$ cat config.mk
export PLATFORM = sky130hd
export DESIGN_NAME = regfile_seq_ctrl_flat
export DESIGN_NICKNAME = d
export VERILOG_FILES = /design/src/rtl/regfile_seq_ctrl_if.sv /design/src/rtl/regfile_seq_ctrl.sv /design/src/flat_wrapper.sv
export SDC_FILE = /design/constraint.sdc
export NUM_CORES = 1
export LEC_CHECK = 0
export ABC_AREA = 1
export BUFFER_PORTS_ARGS = -buffer_cell sky130_fd_sc_hd__buf_2
export CAP_MARGIN = 20
export CORE_MARGIN = 2
export CORE_UTILIZATION = 43
export CTS_BUF_LIST = sky130_fd_sc_hd__clkbuf_8
export DETAILED_ROUTE_END_ITERATION = 12
export PLACE_DENSITY = 0.66
export SETUP_SLACK_MARGIN = 0.3
export SLEW_MARGIN = 40
export SYNTH_ARGS = -nofsm -noshare
export SYNTH_HDL_FRONTEND = slang
export SYNTH_SLANG_ARGS = --single-unit
export TNS_END_PERCENT = 10
$ cat constraint.sdc
create_clock -name clk -period 1.6 [get_ports clk]
set_input_delay 0.24 -clock clk [delete_from_list [all_inputs] [get_ports clk]]
set_output_delay 0.24 -clock clk [all_outputs]
set_load 0.05 [all_outputs]
$ cat src/rtl/regfile_seq_ctrl_if.sv
// Memory-side bus of the RV32I sequencer: instruction register contents in,
// request/write/address-select out, single-cycle completion pulse back.
interface regfile_seq_ctrl_if;
  logic [31:0] instr_i;
  logic        mem_ack_i;
  logic        mem_req_o;
  logic        mem_we_o;
  logic        mem_addr_sel_o;

  modport master (
    input  instr_i,
    input  mem_ack_i,
    output mem_req_o,
    output mem_we_o,
    output mem_addr_sel_o
  );

  modport slave (
    output instr_i,
    output mem_ack_i,
    input  mem_req_o,
    input  mem_we_o,
    input  mem_addr_sel_o
  );
endinterface

$ cat src/rtl/regfile_seq_ctrl.sv
// Multi-cycle RV32I control FSM: sequences fetch, decode, execute, memory and
// write-back for one instruction at a time and drives the datapath strobes.
module regfile_seq_ctrl #(
  parameter logic [2:0]  RESET_STATE = 3'd0,
  parameter int unsigned MEM_TIMEOUT = 255
) (
  input  logic                       clk,
  input  logic                       rst,
  regfile_seq_ctrl_if.master         bus,
  input  logic                       branch_taken_i,
  output logic                       ir_we_o,
  output logic                       ab_we_o,
  output logic                       pc_we_o,
  output logic                       pc_sel_o,
  output logic                       alu_a_sel_o,
  output logic                       alu_b_sel_o,
  output logic [4:0]                 rs1_addr_o,
  output logic [4:0]                 rs2_addr_o,
  output logic [4:0]                 rd_addr_o,
  output logic                       reg_wr_en_o,
  output logic [1:0]                 wb_sel_o,
  output logic [2:0]                 state_o,
  output logic                       halt_o,
  output logic [31:0]                instret_o
);

  typedef enum logic [2:0] {
    S_FETCH  = 3'd0,
    S_DECODE = 3'd1,
    S_EXEC   = 3'd2,
    S_MEM    = 3'd3,
    S_WB     = 3'd4,
    S_HALT   = 3'd7
  } state_t;

  typedef enum logic [2:0] {
    C_R, C_IALU, C_LOAD, C_STORE, C_BRANCH, C_JAL, C_LUI, C_BAD
  } cls_t;

  function automatic cls_t decode_op(input logic [6:0] op);
    case (op)
      7'b0110011: return C_R;
      7'b0010011: return C_IALU;
      7'b0000011: return C_LOAD;
      7'b0100011: return C_STORE;
      7'b1100011: return C_BRANCH;
      7'b1101111: return C_JAL;
      7'b0110111: return C_LUI;
      default:    return C_BAD;
    endcase
  endfunction

  state_t      state;
  cls_t        cls;
  cls_t        dec_cls;
  logic [31:0] tmo_cnt;
  logic        tmo_hit;
  logic        retire;

  assign rs1_addr_o = bus.instr_i[19:15];
  assign rs2_addr_o = bus.instr_i[24:20];
  assign rd_addr_o  = bus.instr_i[11:7];
  assign state_o    = state;
  assign halt_o     = (state == S_HALT);
  assign dec_cls    = decode_op(bus.instr_i[6:0]);

  // The last tolerated waiting cycle is the one where the count reaches MEM_TIMEOUT-1;
  // an ack arriving in that same cycle still completes the access.
  assign tmo_hit = (MEM_TIMEOUT != 0) && (tmo_cnt == MEM_TIMEOUT - 1);

  // Strobes decode from state (plus ack/branch where the datapath needs it) and are
  // masked during rst, since the state register only reloads at the end of that cycle.
  always_comb begin
    bus.mem_req_o      = 1'b0;
    bus.mem_we_o       = 1'b0;
    bus.mem_addr_sel_o = 1'b0;
    ir_we_o            = 1'b0;
    ab_we_o            = 1'b0;
    pc_we_o            = 1'b0;
    pc_sel_o           = 1'b0;
    alu_a_sel_o        = 1'b0;
    alu_b_sel_o        = 1'b0;
    reg_wr_en_o        = 1'b0;
    wb_sel_o           = 2'd0;
    retire             = 1'b0;
    if (!rst) begin
      case (state)
        S_FETCH: begin
          bus.mem_req_o = 1'b1;
          ir_we_o       = bus.mem_ack_i;
        end
        S_DECODE: ab_we_o = 1'b1;
        S_EXEC: begin
          case (cls)
            C_IALU, C_LOAD, C_STORE: alu_b_sel_o = 1'b1;
            C_BRANCH: begin
              alu_a_sel_o = 1'b1;
              alu_b_sel_o = 1'b1;
              pc_we_o     = 1'b1;
              pc_sel_o    = branch_taken_i;
              retire      = 1'b1;
            end
            C_JAL: begin
              alu_a_sel_o = 1'b1;
              alu_b_sel_o = 1'b1;
            end
            default: ;
          endcase
        end
        S_MEM: begin
          bus.mem_req_o      = 1'b1;
          bus.mem_addr_sel_o = 1'b1;
          bus.mem_we_o       = (cls == C_STORE);
          if (bus.mem_ack_i && cls == C_STORE) begin
            pc_we_o = 1'b1;
            retire  = 1'b1;
          end
        end
        S_WB: begin
          reg_wr_en_o = 1'b1;
          pc_we_o     = 1'b1;
          retire      = 1'b1;
          case (cls)
            C_LOAD: wb_sel_o = 2'd1;
            C_JAL: begin
              wb_sel_o    = 2'd2;
              pc_sel_o    = 1'b1;
              alu_a_sel_o = 1'b1;
              alu_b_sel_o = 1'b1;
            end
            C_LUI:   wb_sel_o = 2'd3;
            default: wb_sel_o = 2'd0;
          endcase
        end
        default: ;
      endcase
    end
  end

  always_ff @(posedge clk) begin
    if (rst) begin
      state     <= state_t'(RESET_STATE);
      instret_o <= 32'd0;
      tmo_cnt   <= 32'd0;
    end else begin
      if (retire) instret_o <= instret_o + 32'd1;
      case (state)
        S_FETCH: begin
          if (bus.mem_ack_i)  state <= S_DECODE;
          else if (tmo_hit)   state <= S_HALT;
          else                tmo_cnt <= tmo_cnt + 32'd1;
        end
        S_DECODE: begin
          cls <= dec_cls;
          case (dec_cls)
            C_LUI:   state <= S_WB;
            C_BAD:   state <= S_HALT;
            default: state <= S_EXEC;
          endcase
        end
        S_EXEC: begin
          case (cls)
            C_BRANCH: begin
              state   <= S_FETCH;
              tmo_cnt <= 32'd0;
            end
            C_LOAD, C_STORE: begin
              state   <= S_MEM;
              tmo_cnt <= 32'd0;
            end
            default: state <= S_WB;
          endcase
        end
        S_MEM: begin
          if (bus.mem_ack_i) begin
            if (cls == C_STORE) begin
              state   <= S_FETCH;
              tmo_cnt <= 32'd0;
            end else begin
              state <= S_WB;
            end
          end else if (tmo_hit) begin
            state <= S_HALT;
          end else begin
            tmo_cnt <= tmo_cnt + 32'd1;
          end
        end
        S_WB: begin
          state   <= S_FETCH;
          tmo_cnt <= 32'd0;
        end
        S_HALT:  state <= S_HALT;
        default: state <= S_HALT;
      endcase
    end
  end

endmodule
$ cat src/flat_wrapper.sv
// flat-port wrapper written by rule: the top's interface ports become plain ports
module regfile_seq_ctrl_flat 
#(
  parameter logic [2:0]  RESET_STATE = 3'd0,
  parameter int unsigned MEM_TIMEOUT = 255
)
  (clk, rst, branch_taken_i, ir_we_o, ab_we_o, pc_we_o, pc_sel_o, alu_a_sel_o, alu_b_sel_o, rs1_addr_o, rs2_addr_o, rd_addr_o, reg_wr_en_o, wb_sel_o, state_o, halt_o, instret_o, bus_instr_i, bus_mem_ack_i, bus_mem_req_o, bus_mem_we_o, bus_mem_addr_sel_o);
  regfile_seq_ctrl_if bus_i ();
  input  logic clk;
  input  logic rst;
  input  logic branch_taken_i;
  output logic ir_we_o;
  output logic ab_we_o;
  output logic pc_we_o;
  output logic pc_sel_o;
  output logic alu_a_sel_o;
  output logic alu_b_sel_o;
  output logic [4:0] rs1_addr_o;
  output logic [4:0] rs2_addr_o;
  output logic [4:0] rd_addr_o;
  output logic reg_wr_en_o;
  output logic [1:0] wb_sel_o;
  output logic [2:0] state_o;
  output logic halt_o;
  output logic [31:0] instret_o;
  input wire logic [$bits(bus_i.instr_i)-1:0] bus_instr_i;
  input wire logic [$bits(bus_i.mem_ack_i)-1:0] bus_mem_ack_i;
  output wire logic [$bits(bus_i.mem_req_o)-1:0] bus_mem_req_o;
  output wire logic [$bits(bus_i.mem_we_o)-1:0] bus_mem_we_o;
  output wire logic [$bits(bus_i.mem_addr_sel_o)-1:0] bus_mem_addr_sel_o;
  assign bus_i.instr_i = bus_instr_i;
  assign bus_i.mem_ack_i = bus_mem_ack_i;
  assign bus_mem_req_o = bus_i.mem_req_o;
  assign bus_mem_we_o = bus_i.mem_we_o;
  assign bus_mem_addr_sel_o = bus_i.mem_addr_sel_o;
  regfile_seq_ctrl #(.RESET_STATE(RESET_STATE), .MEM_TIMEOUT(MEM_TIMEOUT)) u_core (.clk(clk), .rst(rst), .bus(bus_i), .branch_taken_i(branch_taken_i), .ir_we_o(ir_we_o), .ab_we_o(ab_we_o), .pc_we_o(pc_we_o), .pc_sel_o(pc_sel_o), .alu_a_sel_o(alu_a_sel_o), .alu_b_sel_o(alu_b_sel_o), .rs1_addr_o(rs1_addr_o), .rs2_addr_o(rs2_addr_o), .rd_addr_o(rd_addr_o), .reg_wr_en_o(reg_wr_en_o), .wb_sel_o(wb_sel_o), .state_o(state_o), .halt_o(halt_o), .instret_o(instret_o));
endmodule
# ---- Word level (Yosys, flattened, before mapping)
# Cells that the tools add are included.
dict set report op_classes {
  n_addsub 2
  mul 0
  n_div 0
  n_lt_le_gt_ge 0
  eq_ne 24
  shifts 0
  n_mux 43
  bitwise_logic 1
  reduce_logical 10
}
# op count
set ops {}
lappend ops {{$mux W32} 5}
lappend ops {{$pmux W32 S4} 1}
lappend ops {{$add A32 B1 Y32 const B} 2}
lappend ops {{$eq A32 B8 Y1 const B} 1}
lappend ops {{$mux W1} 22}
lappend ops {{$eq A3 B3 Y1 const B} 7}
lappend ops {{$eq A7 B6 Y1 const B} 3}
lappend ops {{$pmux W3 S7} 1}
lappend ops {{$pmux W3 S5} 1}
lappend ops {{$eq A7 B7 Y1 const B} 2}
lappend ops {{$eq A3 B2 Y1 const B} 4}
lappend ops {{$mux W3} 4}
lappend ops {{$pmux W3 S2} 2}
lappend ops {{$eq A7 B2 Y1 const B} 1}
lappend ops {{$eq A7 B5 Y1 const B} 1}
lappend ops {{$eq A3 B1 Y1 const B} 2}
lappend ops {{$pmux W1 S2} 3}
lappend ops {{$pmux W2 S3} 1}
lappend ops {{$reduce_or A2 Y1} 3}
lappend ops {{$reduce_or A5 Y1} 1}
lappend ops {{$mux W2} 2}
lappend ops {{$ne A2 B2 Y1 const B} 2}
lappend ops {{$reduce_and A4 Y1} 1}
lappend ops {{$reduce_bool A4 Y1} 1}
lappend ops {{other kinds (7)} 7}
dict set report totals {
  regBits 70
  latch_bits 0
  ram_bits 0
  rom_bits 0
  out_inout_bits 63
  elab_cells 84
  memories 0
}

# ---- Longest topological paths before layout
# Gate-level depths: netlist of the first run.
dict set report depth {
  word_depth 5
  mapped_depth 14
}

# ---- Worst setup path after synthesis of the first run
# No wires, ideal clock.
dict set report synth_path {
  path_type {register to output}
  start {register u_core.state[2] (netlist: u_core.state_o[2])}
  end {output port alu_b_sel_o}
  arrival_ps 2580
  slack_ps -1220
  stages_incl_launch_ff 7
  cell_sequence {dfxtp_1 > inv_2 > nor2_1 > inv_1 > nor3_1 > nor2_1 > a311oi_1}
}
dict set report synth_via {
  elab_chain_len 3
  elab_cells_between_ends 4
  cone_classes {2 x eq/ne; 2 x mux}
}
# item line_no
set synth_lines {}
lappend synth_lines {{start: declaration} regfile_seq_ctrl.sv:53} ;# state_t state;
lappend synth_lines {{start signal: assignment} regfile_seq_ctrl.sv:142} ;# state <= state_t'(RESET_STATE);
lappend synth_lines {{$eq A3 B3 Y1 / $eq A3 B2 Y1 (equally long branches)} regfile_seq_ctrl.sv:87} ;# case (state)
lappend synth_lines {{$pmux W1 S2 (*)} regfile_seq_ctrl.sv:87}
lappend synth_lines {{$mux W1 (*)} regfile_seq_ctrl.sv:86} ;# if (!rst) begin
lappend synth_lines {{end: declaration} flat_wrapper.sv:17} ;# output logic alu_b_sel_o;
# Mark *: on every way between the ends. The rest lies on a longest branch, timed or not.

# ---- Worst setup path in the final report of the first run
dict set report layout_path {
  start {register u_core.cls[1]}
  end {output port alu_b_sel_o}
}
dict set report layout_via {
  elab_chain_len 5
  elab_cells_between_ends 10
  cone_classes {5 x eq/ne; 4 x mux; 1 x reduce/logical}
}
# item line_no
set layout_lines {}
lappend layout_lines {{start: declaration} regfile_seq_ctrl.sv:54} ;# cls_t cls;
lappend layout_lines {{start signal: assignment} regfile_seq_ctrl.sv:154} ;# cls <= dec_cls;
lappend layout_lines {{$eq A3 B1 Y1, or another cell as far along} regfile_seq_ctrl.sv:94} ;# case (cls)
lappend layout_lines {{$reduce_or A5 Y1 (no line)} -}
lappend layout_lines {{$mux W1} regfile_seq_ctrl.sv:94}
lappend layout_lines {{$pmux W1 S2 (*)} regfile_seq_ctrl.sv:87}
lappend layout_lines {{$mux W1 (*)} regfile_seq_ctrl.sv:86}
# Marked as above.

==> flow_summary.ini, run 1 <==
[run_status]
outcome = complete, but fails checks
violations = negative setup slack

[critical_path]
path_max_fanout = 3
crit_type = flip-flop to output pin
critPathLaunchType = flip-flop
reg2reg_from = u_core.cls[0]
crit_top_cell = nor2_2
r2r-end = u_core.tmo_cnt[15]
end_kind = output pin
reg2reg_depth = 9
crit_chain = nor2_2 -> inv_2 -> nor3_4 -> nor2_2 -> a311oi_4 -> buf_6
required_ns = 1.36
crit_family = flip-flops
slowest_delay_ns = 0.45
worstPathArrival_ns = 1.69
crit_buf_inv = 2
r2r_setup_slack_ns = -0.11
crit_slowest_cell = edfxtp_1

[timing]
max_freq_ghz = 0.518
min_period_ns = 1.93
finalWorstSetupSlack_ns = -0.332
rsz0062_at_grt = yes
hold_violations = 0
slew_headroom_pct = 76.0
setup_tns_ns = -4.50
post-route-period-util_pct = 121
fin_skew_ns = 0.00809
worst_pin_slew_ns = 0.358
maxSlewViolCount = 0
setup-violations-final = 51

[floorplanning]
die_width_um = 108
dieArea_mm2 = 0.0116
core_area_mm2 = 0.0104
ios = 99
initial_core_util_pct = 44.6
num_rows = 37
die_y_um = 108

[synthesis]
ys_warn_count = 0
synth-seq-area-share_pct = 30.9
ys_seq_elements = 70
syn_nets = 772
syn_avg_cell_area_um2 = 6.32
synth_edf_count = 3
yosys.cell_types.count = 46
syn_area_mm2 = 0.00463
syn_inst = 733
async_reset_ff_share_pct = 0
synth_top_flop_cell = dfxtp_1

[clock_network]
cts-buffers-inserted = 9
cts_tree = yes
root_buffer = clkbuf_8
clock_path_buffers = 2
cts_num_sinks = 70
path_clk_slew_ns = 0.08
h-tree-depth = 3
insertion_delay_ns = 0.35

[layout]
syn2layout_area_growth_pct = 45.7
fin_area_mm2 = 0.00675
insertedDiodeCount = 0
drive_gt1_share_pct = 38.2
nets = 916
n_fill_cell = 905
final_cells = 1018

[routing]
totalWireLength_mm = 13.9
detail_route.vias_per_cell = 5.14
vias = 5229
drc = 0
routedWlPerCell_um = 13.6
drt.antenna.violating_nets = 0
first_iter_violations = 305
dr.pass1.iters = 5

[placement]
place.gp.congestion = 0.942
port_buffers = 58
dpl-instance-area_mm2 = 0.00568
dp_hpwl_mm = 10.1
place_inst = 983

[global_routing]
grt_pass1_wl_mm = 22.7
grt_pass1_vias = 5012
antenna_found_initial = 0
overflow = 0
grt_usage_pct = 24.4
grt_max_degree = 20

[power_and_ir_drop]
p_per_area_mw_per_mm2 = 1060
clkPwrFrac_pct = 23.7
power_frac_comb_pct = 48.9
p_leak_nw = 2.84
pwr-share-seq_pct = 27.3
vdd_ir_drop_max_uv = 1350
p_sw_share_pct = 39.9
power_switching_mw = 2.86
p_int_mw = 4.31

[min_path]
hold_path_depth = 2
holdCritStartpoint = bus_instr_i[4]
min_path_type = primary input to flip-flop
holdPathEnd = u_core.cls[1]

[flow_run]
maxCapViolCount = 0
==> flip-flops by register name (all words and copies together) (netlist names) <==
signal,count
u_core.cls,3
u_core.state_o,3
u_core.instret_o,32
u_core.tmo_cnt,32
==> kinds of logic (layout without fill, tap and decap cells) <==
family	count (synthesis)	count (layout)	synth area share, %
adders and majority gates	3	3	0.811
DFF	70	70	30.9
and+or+nand+nor	446	446	44.0
buffers and inverters	122	271	12.3
AOI/OAI and AO/OA	78	78	9.35
xor gates and xnor gates	14	14	2.65
==> timing repair <==
action,4_1_cts,5_1_grt
setup endpoints to repair,112,104
gates resized for setup,116,117
buffers inserted,13,6
hold buffers,0,0
pin swaps,18,38
==> power groups by stage <==
stage               combinational, mW  sequential [mW]  clock [mW]
global route                     3.74             1.97        1.81
floorplan                        1.78             2.14           0
finish                           3.51             1.96        1.70
CTS                              3.27             1.93        1.74
global placement                 2.63             1.96           0
detailed placement               2.67             1.97           0
==> area by class of cell <==
type / instances / area [um^2] / share of cell area, %
multi-input combinational: 541 / 3060 / 45.3
sequential: 70 / 1490 / 22.0
timing repair buffer: 162 / 1420 / 21.0
inverter: 93 / 379 / 5.62
tap: 136 / 170 / 2.52
clock buffer: 12 / 165 / 2.45
clock inverter: 4 / 68.8 / 1.02
==> stage by stage <==
| stage | hold slack [ns] | power (mW) | utilization, % | setup slack, ns |
|---|---|---|---|---|
| finish | 0.237 | 7.17 | 65.0 | -0.332 |
| global route | 0.232 | 7.51 | 65.0 | -0.431 |
| CTS | 0.217 | 6.95 | 61.5 | -0.351 |
| detailed placement | 0.480 | 4.64 | 54.7 | -0.177 |
| global placement | 0.465 | 4.59 | 54.7 | -0.100 |
| floorplan | 0.423 | 3.92 | - | -0.257 |
==> worst max-delay path by stage <==
stage | startpoint | to | cells past startpoint
global placement | u_core.cls[1] | alu_b_sel_o | 6
CTS | u_core.cls[1] | alu_b_sel_o | 6
floorplan | u_core.state_o[0] | alu_b_sel_o | 7
finish | u_core.cls[1] | alu_b_sel_o | 6
detailed placement | u_core.cls[2] | u_core.tmo_cnt[13] | 10
global route | u_core.cls[1] | alu_b_sel_o | 6
==> cell usage in the layout, fill, tap and decap left out, types with 3 or more instances in the layout <==
cell	netlist	final
nand2_1	198	190
dfxtp_2	0	26
nand2_4	5	7
nand3_1	42	38
buf_6	2	30
nor3_4	1	4
o21ai_0	16	9
buf_8	0	6
inv_2	7	12
nand3_2	2	3
nand2_2	6	12
nor2_2	5	25
a21oi_2	0	10
o21ai_1	4	10
dfxtp_1	67	35
buf_4	19	100
nor2_4	4	19
a21oi_1	42	31
and3_1	3	3
nor3_1	30	19
buf_2	2	17
a31oi_1	6	5
o21a_1	3	3
nand4_1	15	15
inv_4	0	7
edfxtp_1	3	3
clkbuf_8	0	12
xor2_1	13	13
nor2_1	119	84
buf_12	1	7
nand3b_1	3	3
dfxtp_4	0	6
nand3_4	1	4
inv_1	85	73
nor3_2	3	11
==> synthesized netlist by cell type, drive strengths merged (3+ instances only) <==
cell type    n  area (um^2)
o21ai       20          100
nand3       45          248
nor3        34          196
clkbuf       5         18.8
a31oi        6         37.5
nand4       16          106
nor4         3         18.8
and3         3         18.8
buf         24          195
nor2       129          543
xor2        13          114
o21a         3         22.5
ha           3         37.5
edfxtp       3         90.1
inv         93          354
a21oi       43          226
dfxtp       67         1340
nand3b       3         22.5
nand2      210          857
==> metal layers <==
layer / wire (um) / track usage, % / up-vias
met5: 0 / 0 / -
met4: 229 / 7.60 / 0
met3: 697 / 4.84 / 19
met2: 7000 / 42.5 / 138
met1: 5920 / 30.0 / 2452
li1: - / - / 2620
Note: power is estimated with default switching activity, not from simulation.
==> run 2: changes to the inputs <==
--- a/config.mk
+++ b/config.mk
@@ -8,11 +8,11 @@
 export ABC_AREA = 1
 export BUFFER_PORTS_ARGS = -buffer_cell sky130_fd_sc_hd__buf_2
 export CAP_MARGIN = 20
-export CORE_MARGIN = 2
-export CORE_UTILIZATION = 43
+export CORE_MARGIN = 1.5
+export CORE_UTILIZATION = 40
 export CTS_BUF_LIST = sky130_fd_sc_hd__clkbuf_8
 export DETAILED_ROUTE_END_ITERATION = 12
-export PLACE_DENSITY = 0.66
+export PLACE_DENSITY = 0.67
 export SETUP_SLACK_MARGIN = 0.3
 export SLEW_MARGIN = 40
 export SYNTH_ARGS = -nofsm -noshare
==> run 2 against run 1 <==
  * The flow still finishes with violations (negative setup slack)
  * Worst setup slack got worse by 0.070 ns
  * Final cell count is 3.1% higher
  * Combinational power increased by 2%
  * Largest power group unchanged
  * Critical path depth increased by 2
  * Global-route usage down 3.2 points
  * Register-to-register slack got worse by 0.20 ns
  * Sequential power barely moved
==> flow_summary.ini, run 2 (synthesized netlist as in run 1, its figures left out) <==
[global_routing]
grt_pass1_vias = 4661
overflow = 0
grt_pass1_wl_mm = 21.5
grt_usage_pct = 21.1
grt_max_degree = 24
antenna_found_initial = 0

[routing]
totalWireLength_mm = 13.8
routedWlPerCell_um = 13.1
drt.antenna.violating_nets = 0
vias = 5205
dr.pass1.iters = 5
detail_route.vias_per_cell = 4.96
first_iter_violations = 325
drc = 0

[clock_network]
root_buffer = clkbuf_8
cts-buffers-inserted = 9
h-tree-depth = 3
postCtsHoldBufs = 0
cts_tree = yes
path_clk_slew_ns = 0.08
insertion_delay_ns = 0.36
clock_path_buffers = 2
cts_num_sinks = 70

[timing]
max_freq_ghz = 0.500
setup-violations-final = 65
maxSlewViolCount = 0
worst_pin_slew_ns = 0.332
rsz0062_at_grt = yes
slew_headroom_pct = 77.7
hold_violations = 0
post-route-period-util_pct = 125
setup_tns_ns = -11.34
finalWorstSetupSlack_ns = -0.402
fin_skew_ns = 0.00908
min_period_ns = 2.00

[run_status]
violations = negative setup slack
outcome = complete, but fails checks

[power_and_ir_drop]
vdd_ir_drop_max_uv = 1360
p_per_area_mw_per_mm2 = 1020
p_leak_nw = 2.89

[layout]
final_cell_mix = nand2_1, buf_4, nor2_1, inv_1, dfxtp_1
fin_area_mm2 = 0.00678
syn2layout_area_growth_pct = 46.4
final_common_cell = nand2_1
insertedDiodeCount = 0
final_cells = 1050
final_util_pct = 59.6
n_fill_cell = 992
nets = 941
reg.largest.list = u_core.instret_o x32, u_core.tmo_cnt x32
drive_gt1_share_pct = 36.7

[critical_path]
path_max_fanout = 4
end_kind = output pin
worstPathArrival_ns = 1.76
crit_type = flip-flop to output pin
critPathLaunchType = flip-flop
required_ns = 1.36

[min_path]
min_path_type = primary input to flip-flop

[floorplanning]
num_rows = 39
ios = 99
core_area_mm2 = 0.0114
dieArea_mm2 = 0.0122
die_width_um = 111
initial_core_util_pct = 40.7
die_y_um = 111

[placement]
post-place-ws_ns = -0.165
dpl-instance-area_mm2 = 0.00577
port_buffers = 58
dp_hpwl_mm = 9.56
place.gp.congestion = 0.958
place_inst = 1003

[flow_run]
maxCapViolCount = 0
run 2: final timing paths:
path         slack (ns)  depth (start not counted)            endpoint               from
max               -0.40                          8         alu_b_sel_o  u_core.state_o[1]
min                0.24                          3       u_core.cls[2]     bus_instr_i[6]
max reg2reg       -0.31                         13  u_core.tmo_cnt[10]      u_core.cls[0]
min reg2reg        0.48                          1   u_core.tmo_cnt[6]  u_core.tmo_cnt[6]
run 2: critical path, stage by stage (launching register included):
cell and delay (ns):
dfxtp_4 0.38, inv_4 0.06, nand2_4 0.05, nor2_4 0.11, inv_2 0.08, nor3_4 0.21, nor2_2 0.07, a311oi_4 0.22
buf_6 0.21
run 2: final cells by class:
type                    instances  area (um^2)  area share [%]
multi-input cells             542         3020            44.6
repair buffers                186         1550            22.9
flip-flops and latches         70         1460            21.5
inverters                      93          379            5.59
well taps                     143          179            2.64
clock buffers                  11          151            2.23
clock inverters                 5         33.8           0.499
run 2: through the flow:
stage / hold WS, ns / power, mW
2_1_floorplan: 0.423 / 3.92
3_3_place_gp: 0.480 / 4.58
3_5_place_dp: 0.480 / 4.60
4_1_cts: 0.220 / 6.40
5_1_grt: 0.268 / 7.19
6_report: 0.238 / 6.88
run 2: metal layers:
layer	part of all wire, %	track usage, %	wire, um	vias to the layer above
met5	0	0	0	-
met4	2.2	7.09	299	0
met3	5.0	4.39	685	27
met2	49	35.8	6750	162
met1	44	26.7	6060	2344
li1	-	-	-	2672
run 2: power by group:
part           internal [mW]  switching, mW
registers               1.85         0.0778
clock network          0.648          0.725
logic                   1.50           2.08
run 2: what timing repair did:
item	in CTS	in global routing
gates cloned	0	2
gates resized for setup	108	76
setup endpoints to repair	110	104
pin swaps	21	19
setup buffers	16	13
